`src/rtl/revaluate_driver_if.sv`:
```
// Host and engine signal bundle for revaluate_driver.
//
// Handshakes: a job word moves host->driver on a rising clock edge where
// in_valid && in_ready. A result moves driver->host on an edge where
// out_valid && out_ack. out_valid/out_data hold until that edge. Engine
// side: eng_start is a one-cycle pulse. The engine takes eng_data on a
// cycle with eng_put_input, and offers eng_result on a cycle with
// eng_out_ready.
interface revaluate_driver_if #(
    parameter int WIDTH = 16
);
    logic             in_valid;
    logic [WIDTH-1:0] in_data;
    logic             in_ready;
    logic             eng_ready;
    logic             eng_start;
    logic             eng_put_input;
    logic [WIDTH-1:0] eng_data;
    logic             eng_out_ready;
    logic [WIDTH-1:0] eng_result;
    logic             out_valid;
    logic [WIDTH-1:0] out_data;
    logic             out_ack;
    logic             busy;
    logic             timeout_err;
    logic [7:0]       drop_cnt;
    logic [1:0]       fsm_state;

    modport master (
        output in_valid, in_data, eng_ready, eng_put_input, eng_out_ready,
               eng_result, out_ack,
        input  in_ready, eng_start, eng_data, out_valid, out_data, busy,
               timeout_err, drop_cnt, fsm_state
    );

    modport slave (
        input  in_valid, in_data, eng_ready, eng_put_input, eng_out_ready,
               eng_result, out_ack,
        output in_ready, eng_start, eng_data, out_valid, out_data, busy,
               timeout_err, drop_cnt, fsm_state
    );
endinterface

```
`src/rtl/revaluate_driver.sv`:
```
// Job driver. It buffers host operand words in a small FIFO and issues one
// job at a time to an engine. It holds each result until the host takes it.
// Each engine phase is bounded by a timer. A timed-out job is dropped and
// counted.
module revaluate_driver #(
    parameter int WIDTH   = 16,
    parameter int DEPTH   = 4,
    parameter int TIMEOUT = 255
) (
    input  logic clk,
    input  logic rst,
    revaluate_driver_if.slave bus
);
    localparam int AW = (DEPTH > 1) ? $clog2(DEPTH) : 1;
    localparam int CW = $clog2(DEPTH + 1);
    localparam int TW = $clog2(TIMEOUT + 1);
    localparam logic [TW-1:0] TLAST = TW'(TIMEOUT - 1);

    typedef enum logic [1:0] {IDLE, ISSUE, WAIT_PUT, RUN} state_t;

    state_t           state, state_nxt;
    logic [WIDTH-1:0] mem [DEPTH];
    logic [AW-1:0]    rd_ptr, wr_ptr;
    logic [CW-1:0]    count;
    logic [TW-1:0]    timer;
    logic             push, pop, timer_clr, timed_out, load_out;
    logic             out_valid_q;
    logic [WIDTH-1:0] out_data_q;
    logic             err_q;
    logic [7:0]       drop_q;

    assign push             = bus.in_valid && bus.in_ready;
    assign bus.in_ready     = (count != CW'(DEPTH));
    assign bus.eng_start    = (state == ISSUE);
    assign bus.eng_data     = (state == WAIT_PUT) ? mem[rd_ptr] : '0;
    assign bus.busy         = (state != IDLE);
    assign bus.out_valid    = out_valid_q;
    assign bus.out_data     = out_data_q;
    assign bus.timeout_err  = err_q;
    assign bus.drop_cnt     = drop_q;
    assign bus.fsm_state    = state;

    // State register.
    always_ff @(posedge clk or posedge rst) begin
        if (rst) state <= IDLE;
        else     state <= state_nxt;
    end

    // Next state, FIFO pop, timer clear and timeout decision. Exit events are tested before expiry.
    always_comb begin
        state_nxt = state;
        pop       = 1'b0;
        timer_clr = 1'b0;
        timed_out = 1'b0;
        load_out  = 1'b0;
        case (state)
            IDLE: begin
                if (count != '0 && bus.eng_ready && !out_valid_q) state_nxt = ISSUE;
            end
            ISSUE: begin
                state_nxt = WAIT_PUT;
                timer_clr = 1'b1;
            end
            WAIT_PUT: begin
                if (bus.eng_put_input) begin
                    pop       = 1'b1;
                    timer_clr = 1'b1;
                    state_nxt = RUN;
                end else if (timer == TLAST) begin
                    pop       = 1'b1;
                    timed_out = 1'b1;
                    state_nxt = IDLE;
                end
            end
            RUN: begin
                if (bus.eng_out_ready) begin
                    load_out  = 1'b1;
                    state_nxt = IDLE;
                end else if (timer == TLAST) begin
                    timed_out = 1'b1;
                    state_nxt = IDLE;
                end
            end
            default: state_nxt = IDLE;
        endcase
    end

    // FIFO storage. The memory needs no reset because count gates every read.
    always_ff @(posedge clk) begin
        if (push) mem[wr_ptr] <= bus.in_data;
    end

    // FIFO pointers and occupancy. A push and a pop in the same cycle cancel in count.
    always_ff @(posedge clk or posedge rst) begin
        if (rst) begin
            rd_ptr <= '0;
            wr_ptr <= '0;
            count  <= '0;
        end else begin
            if (push) wr_ptr <= wr_ptr + 1'b1;
            if (pop)  rd_ptr <= rd_ptr + 1'b1;
            case ({push, pop})
                2'b10:   count <= count + 1'b1;
                2'b01:   count <= count - 1'b1;
                default: count <= count;
            endcase
        end
    end

    // Phase timer. It restarts on entry to WAIT_PUT or RUN and counts while in either state.
    always_ff @(posedge clk or posedge rst) begin
        if (rst)                                       timer <= '0;
        else if (timer_clr)                            timer <= '0;
        else if (state == WAIT_PUT || state == RUN)    timer <= timer + 1'b1;
    end

    // Result holding register plus sticky error and saturating drop counter.
    always_ff @(posedge clk or posedge rst) begin
        if (rst) begin
            out_valid_q <= 1'b0;
            out_data_q  <= '0;
            err_q       <= 1'b0;
            drop_q      <= '0;
        end else begin
            if (load_out) begin
                out_valid_q <= 1'b1;
                out_data_q  <= bus.eng_result;
            end else if (out_valid_q && bus.out_ack) begin
                out_valid_q <= 1'b0;
            end
            if (timed_out) begin
                err_q <= 1'b1;
                if (drop_q != 8'hFF) drop_q <= drop_q + 1'b1;
            end
        end
    end
endmodule
```
`src/flat_wrapper.sv`:
```
// flat-port wrapper written by rule: the top's interface ports become plain ports
module revaluate_driver_flat 
#(
    parameter int WIDTH   = 16,
    parameter int DEPTH   = 4,
    parameter int TIMEOUT = 255
)
  (clk, rst, bus_in_valid, bus_in_data, bus_eng_ready, bus_eng_put_input, bus_eng_out_ready, bus_eng_result, bus_out_ack, bus_in_ready, bus_eng_start, bus_eng_data, bus_out_valid, bus_out_data, bus_busy, bus_timeout_err, bus_drop_cnt, bus_fsm_state);
  revaluate_driver_if #(.WIDTH(WIDTH)) bus_i ();
  input  logic clk;
  input  logic rst;
  input wire logic [$bits(bus_i.in_valid)-1:0] bus_in_valid;
  input wire logic [$bits(bus_i.in_data)-1:0] bus_in_data;
  input wire logic [$bits(bus_i.eng_ready)-1:0] bus_eng_ready;
  input wire logic [$bits(bus_i.eng_put_input)-1:0] bus_eng_put_input;
  input wire logic [$bits(bus_i.eng_out_ready)-1:0] bus_eng_out_ready;
  input wire logic [$bits(bus_i.eng_result)-1:0] bus_eng_result;
  input wire logic [$bits(bus_i.out_ack)-1:0] bus_out_ack;
  output wire logic [$bits(bus_i.in_ready)-1:0] bus_in_ready;
  output wire logic [$bits(bus_i.eng_start)-1:0] bus_eng_start;
  output wire logic [$bits(bus_i.eng_data)-1:0] bus_eng_data;
  output wire logic [$bits(bus_i.out_valid)-1:0] bus_out_valid;
  output wire logic [$bits(bus_i.out_data)-1:0] bus_out_data;
  output wire logic [$bits(bus_i.busy)-1:0] bus_busy;
  output wire logic [$bits(bus_i.timeout_err)-1:0] bus_timeout_err;
  output wire logic [$bits(bus_i.drop_cnt)-1:0] bus_drop_cnt;
  output wire logic [$bits(bus_i.fsm_state)-1:0] bus_fsm_state;
  assign bus_i.in_valid = bus_in_valid;
  assign bus_i.in_data = bus_in_data;
  assign bus_i.eng_ready = bus_eng_ready;
  assign bus_i.eng_put_input = bus_eng_put_input;
  assign bus_i.eng_out_ready = bus_eng_out_ready;
  assign bus_i.eng_result = bus_eng_result;
  assign bus_i.out_ack = bus_out_ack;
  assign bus_in_ready = bus_i.in_ready;
  assign bus_eng_start = bus_i.eng_start;
  assign bus_eng_data = bus_i.eng_data;
  assign bus_out_valid = bus_i.out_valid;
  assign bus_out_data = bus_i.out_data;
  assign bus_busy = bus_i.busy;
  assign bus_timeout_err = bus_i.timeout_err;
  assign bus_drop_cnt = bus_i.drop_cnt;
  assign bus_fsm_state = bus_i.fsm_state;
  revaluate_driver #(.WIDTH(WIDTH), .DEPTH(DEPTH), .TIMEOUT(TIMEOUT)) u_core (.clk(clk), .rst(rst), .bus(bus_i));
endmodule
```
`config.mk`:
```
export PLATFORM = sky130hd
export DESIGN_NAME = revaluate_driver_flat
export DESIGN_NICKNAME = d
export VERILOG_FILES = /design/src/rtl/revaluate_driver_if.sv /design/src/rtl/revaluate_driver.sv /design/src/flat_wrapper.sv
export SDC_FILE = /design/constraint.sdc
export NUM_CORES = 1
export LEC_CHECK = 0
export CAP_MARGIN = 5
export CORE_UTILIZATION = 50
export CTS_CLUSTER_SIZE = 25
export DETAILED_ROUTE_END_ITERATION = 16
export PLACE_DENSITY = 0.77
export SLEW_MARGIN = 20
export SYNTH_ARGS = -nofsm -noshare
export SYNTH_HDL_FRONTEND = slang
export SYNTH_SLANG_ARGS = --single-unit
```
`constraint.sdc`:
```
create_clock -name clk -period 4.5 [get_ports clk]
set_input_delay 0.45 -clock clk [delete_from_list [all_inputs] [get_ports clk]]
set_output_delay 0.45 -clock clk [all_outputs]
set_load 0.02 [all_outputs]
```
; Word level (Yosys, flattened, before mapping)
; Memories as Yosys holds them, arrays and structs flattened.
; Cells that the tools add are included.
[op_classes]
n_addsub = 6
eq_ne = 9
muxes = 23
reduce_logical = 13
[ops]
columns = op, n
row1 = $add 8x1->8 const B, 2
row2 = $mux 16, 1
row3 = $mux 8, 2
row4 = $mux 1, 12
row5 = $eq 8x8->1 const B, 1
row6 = $mux 2, 4
row7 = $ne 8x8->1 const B, 1
row8 = $pmux 2 s4, 1
row9 = $reduce_bool 2->1, 4
row10 = $eq 2x2->1 const B, 3
row11 = $pmux 3 s2, 1
row12 = $add 2x1->2 const B, 2
row13 = $eq 2x1->1 const B, 2
row14 = $logic_and 1x1->1, 4
row15 = $pmux 1 s2, 2
row16 = $add 3x1->3 const B, 1
row17 = $ne 3x3->1 const B, 1
row18 = $reduce_bool 3->1, 1
row19 = $sub 3x1->3 const B, 1
row20 = $logic_not 2->1, 1
row21 = $ne 2x1->1 const B, 1
row22 = $reduce_and 2->1, 1
row23 = $logic_not 1->1, 1
row24 = $logic_or 1x1->1, 1
[totals]
reg_bits = 43
ramBits = 64
wordCells = 61
n_memories = 1
[mem_list]
columns = name, depth, width, read_ports, rd_ports_with_merged_regs, write_ports, line_no
row1 = u_core.mem, 4, 16, 1, 0, 1, revaluate_driver.sv:22  ; logic [WIDTH-1:0] mem [DEPTH];

; Longest topological paths before layout
[depth]
depth_word = 6
mapped_depth = 10

; Worst setup path after synthesis
; No wires, ideal clock.
[synth_path]
kind = reg-to-reg
start = reg u_core.state[0] (netlist: u_core.bus.fsm_state[0])
end = reg u_core.count[2]
arrival_time_ns = 2.117
t_required_ns = 4.375
path_slack_ns = 2.258
path_stages_with_launch = 10
n_path_buf = 1
path_cell_list = dfrtp_1 inv_1 ha_1 buf_1 o21a_1 ha_1 fa_1 xnor2_1 nor2_1 xor2_1
[synth_between]
elab_chain_len = 4
elab_cells_between_ends = 6
classes_between = 3 x eq/ne / 2 x mux / 1 x reduce/logical
[synth_rtl]
columns = item, line_no
row1 = "start, declared", revaluate_driver.sv:21  ; state_t state, state_nxt;
row2 = "start signal, assigned", revaluate_driver.sv:46  ; else state <= state_nxt;
row3 = $eq 2x2->1 *, revaluate_driver.sv:56  ; case (state)
row4 = $mux 1 *, revaluate_driver.sv:56
row5 = via u_core.pop, revaluate_driver.sv:26  ; logic push, pop, timer_clr, timed_out, load_out;
row6 = $eq 2x1->1 / $eq 2x2->1 (equally long branches), revaluate_driver.sv:102  ; case ({push, pop})
row7 = $pmux 3 s2 / $reduce_bool 2->1 (equally long branches), --
row8 = "end signal, assigned", revaluate_driver.sv:103  ; 2'b10: count <= count + 1'b1;
row9 = "end signal, assigned", revaluate_driver.sv:104  ; 2'b01: count <= count - 1'b1;
row10 = "end signal, assigned", revaluate_driver.sv:105  ; default: count <= count;
row11 = "end, declared", revaluate_driver.sv:24  ; logic [CW-1:0] count;
; The timed path passes the listed nets; every way through them passes the cells marked *.
; A chain may end at the register's enable or synchronous reset.

; Worst setup path in the final report
[layout_path]
start = reg u_core.state[0] (netlist: u_core.bus.fsm_state[0])
end = out bus_eng_data[15]
[layout_between]
elab_chain_len = 2
[layout_rtl]
columns = item, line_no
row1 = $eq 2x2->1, revaluate_driver.sv:35  ; assign bus.eng_data = (state == WAIT_PUT) ? mem[rd_ptr] : '0;
row2 = $mux 16, revaluate_driver.sv:35
row3 = "end, declared", flat_wrapper.sv:21  ; output wire logic [$bits(bus_i.eng_data)-1:0] bus_eng_data;
; No other way between the ends.

==> flow_metrics.tcl <==
set metrics [dict create \
    p_leak_nw 2.14 \
    clk_path_buf_depth 2 \
    syn_to_final_growth_pct 25.3 \
    skew_ns 0.0137 \
    pwr-share-seq 0.460 \
    tightest_slew_ns 0.912 \
    drt.antenna.violating_nets 0 \
    ys_types 44 \
    dpl.hpwl_um 5350 \
    cts_inserted_buffers 9 \
    r2r_slack_ns 1.93 \
    grt_setup_unrepaired "false" \
    power_frac_clock 0.164 \
    cpMaxStageDelayCell "ha_1" \
    fin_crit_ns 2.95 \
    die_w_um 97.0 \
    port_buffers 85 \
    coreArea_mm2 0.00872 \
    drive_gt1_frac 0.161 \
    netlist_top_cells_area "edfxtp_1 43%, dfrtp_1 24%, mux4_2 8.0%" \
    viasPerCell 5.39 \
    cap_viol_max_count 0 \
    drv_slew 0 \
    dieArea_mm2 0.00941 \
    worstSetupPathType "reg2out" \
    die_y_um 97.0 \
    grt-ovfl-total 0 \
    p_int_w 0.00221 \
    critical-path-max-stage-delay_ns 0.69 \
    status "completed" \
    diodes 0 \
    cts.clk_slew.worst_paths_ns 0.09 \
    clock_latency_ns 0.37 \
    start_util 0.517 \
    ys_seq_area_frac 0.665 \
    swShare 0.342 \
    critical_path.startpoint "u_core.bus.fsm_state[0]$_DFFE_PP0P_" \
    routedWlPerCell_um 16.8 \
    grt_usage 0.181 \
    place_area_mm2 0.00547 \
    drc 0 \
    cts-resized-gates 0 \
    arrival_ns 2.50 \
    p_per_area_mw_per_mm2 594 \
    cp_data_required_time_ns 4.05 \
    reg2reg_from "u_core.bus.fsm_state[0]$_DFFE_PP0P_" \
    tns_ns 0 \
    startpoint_type "flop" \
    grt_pass1_vias 2663 \
    ctsHoldBuffers 0 \
    cts_max_level 3 \
    hold_slack_ns 0.488 \
    ir_drop_uv 236 \
    grt_first_pass_wirelength_um 13000 \
    synthCells 273 \
    synth_top_area_frac 0.426 \
    clockRootBuffer "clkbuf_8" \
    finalSetupViolCount 0 \
    place.gp.congestion 0.741 \
    final_cell_area_mm2 0.00565 \
    hold_violations 0 \
    r2r_end "u_core.count[1]$_DFFE_PP0P_" \
    worstHoldPathType "reg2reg" \
    critPathMaxFanout 23 \
    reg2reg_depth 6 \
    place_inst 459 \
    syn_area_per_cell_um2 16.5 \
    synth-seq-cells 107 \
    power_w 0.00336 \
    cts_setup_buffers 0 \
    route.vias.total 2560 \
    syn_nets 326 \
    ff_latch_area_mm2 0.00300 \
    yosysTopAreaCell "edfxtp_1" \
    io_pins 86 \
    antenna_found_initial 0 \
    fillers 631 \
    fin_nets 415 \
    p_switching_w 0.00115 \
    fmax_mhz 338 \
    cts_sinks 107 \
    grt_max_degree 44 \
    post-route-period-util 0.657 \
    combPwrFrac 0.376 \
    tritoncts "yes" \
    cp_cell_sequence "inv_1 -> ha_1 -> and2_1 -> clkdlybuf4s50_1" \
    syn-cell-area_mm2 0.00451 \
    max-slew-margin-rel 0.392 \
    setup.worst_path.end "bus_eng_data[15]" \
    rows 34 \
    cp-end-kind "primary output" \
    yosysWarnings 0 \
    stdcell_count 475 \
    first_pass_iters 4 \
    initialDrtViolationCount 75 \
    multi_input_area_mm2 0.00144 \
    drt_wl_total_um 7960 \
]
critical path, delay by kind of cell, from the launching register on:
| kind | cells | cell delay, ns |
|---|---|---|
| buf+inv | 2 | 0.76 |
| fa+ha+maj | 1 | 0.69 |
| flops | 1 | 0.44 |
| simple gates | 1 | 0.25 |
layout make-up:
class                      instances  share of cell area
inverter                           9             0.00598
multi-input combinational        149               0.255
clock inverter                     6             0.00996
clock buffer                      10              0.0226
timing repair buffer              86               0.152
tap                              108              0.0239
sequential                       107               0.531
cells by family (layout without fill, tap and decap cells):
family	Yosys count	in the layout	share of synthesized area
DFF	107	107	0.665
and+or+nand+nor	65	65	0.0865
muxes	36	36	0.130
xor gates and xnor gates	18	18	0.0350
buffers and inverters	17	111	0.0158
AOI/OAI and AO/OA	16	16	0.0272
adders and majority gates	14	14	0.0405
metal layers:
layer | part of all wire | GRT usage
met1 | 0.42 | 0.227
met2 | 0.54 | 0.310
met3 | 0.020 | 0.0296
met4 | 0.016 | 0.0815
met5 | 0 | 0
through the flow:
stage,util,worst slack [ns]
2_1_floorplan,-,2.26
3_3_place_gp,0.627,1.62
3_5_place_dp,0.627,1.57
4_1_cts,0.648,1.16
5_1_grt,0.648,1.35
6_report,0.648,1.55
layout by cell type, fill, tap and decap left out, types with 2 or more instances in the layout:
cell type	Yosys	final
inv_6	0	2
nor2_1	12	12
inv_1	9	9
o21ai_0	3	3
and4_1	2	2
a21oi_1	3	3
xor2_1	5	5
and2_1	17	17
ha_1	13	13
clkdlybuf4s50_1	0	85
mux4_2	16	16
and3_1	7	7
nand4_1	4	4
inv_8	0	2
nor2b_1	3	3
or3_1	2	2
nand2b_1	2	2
dfrtp_1	43	42
mux2_2	18	18
nand3_1	5	5
nand2_1	4	4
edfxtp_1	64	64
xnor2_1	13	13
clkbuf_8	0	9
state kept, by name, indices dropped and copies added (netlist names):
name                    cells
u_core.mem                 64
u_core.bus.out_data        16
u_core.bus.drop_cnt         8
u_core.timer                8
u_core.count                3
u_core.bus.fsm_state        2
u_core.rd_ptr               2
u_core.wr_ptr               2
u_core.bus.out_valid        1
u_core.bus.timeout_err      1
power groups by stage:
stage	combinational (W)	clock, W	sequential [W]
after floorplan	0.000773	0	0.00156
after global placement	0.00125	0	0.00155
after global routing	0.00136	0.000604	0.00159
final	0.00126	0.000551	0.00154
after detailed placement	0.00128	0	0.00157
after CTS	0.00129	0.000564	0.00155
synthesized netlist by cell type, drive strengths merged:
cell	number
nor3b	1
nand3	5
or3	2
fa	1
a21oi	3
dfrtp	43
a21o	1
o211ai	1
mux2	19
and4	2
a31o	1
nor3	1
nand4	5
o21ai	3
nand2b	2
ha	13
buf	5
nor2b	3
nand4b	1
inv	9
or2	1
xnor2	13
mux4	16
nor2	12
and2	17
o21a	1
mux2i	1
and3	7
clkbuf	3
a41oi	1
edfxtp	64
a31oi	1
xor2	5
o311ai	2
nand2	5
a211oi	1
a22o	1
and2b	1
worst min-delay path by stage:
stage / to / slack (ns) / from / depth (start not counted)
2_1_floorplan: u_core.count[2]$_DFFE_PP0P_ / 0.45 / u_core.count[2]$_DFFE_PP0P_ / 1
3_3_place_gp: u_core.bus.timeout_err$_DFFE_PP0P_ / 0.45 / u_core.bus.timeout_err$_DFFE_PP0P_ / 1
3_5_place_dp: u_core.bus.timeout_err$_DFFE_PP0P_ / 0.47 / u_core.bus.timeout_err$_DFFE_PP0P_ / 1
4_1_cts: u_core.count[2]$_DFFE_PP0P_ / 0.49 / u_core.count[2]$_DFFE_PP0P_ / 1
5_1_grt: u_core.bus.timeout_err$_DFFE_PP0P_ / 0.51 / u_core.bus.timeout_err$_DFFE_PP0P_ / 1
6_report: u_core.count[2]$_DFFE_PP0P_ / 0.49 / u_core.count[2]$_DFFE_PP0P_ / 1
No activity file was read; power rests on OpenSTA's default activity.
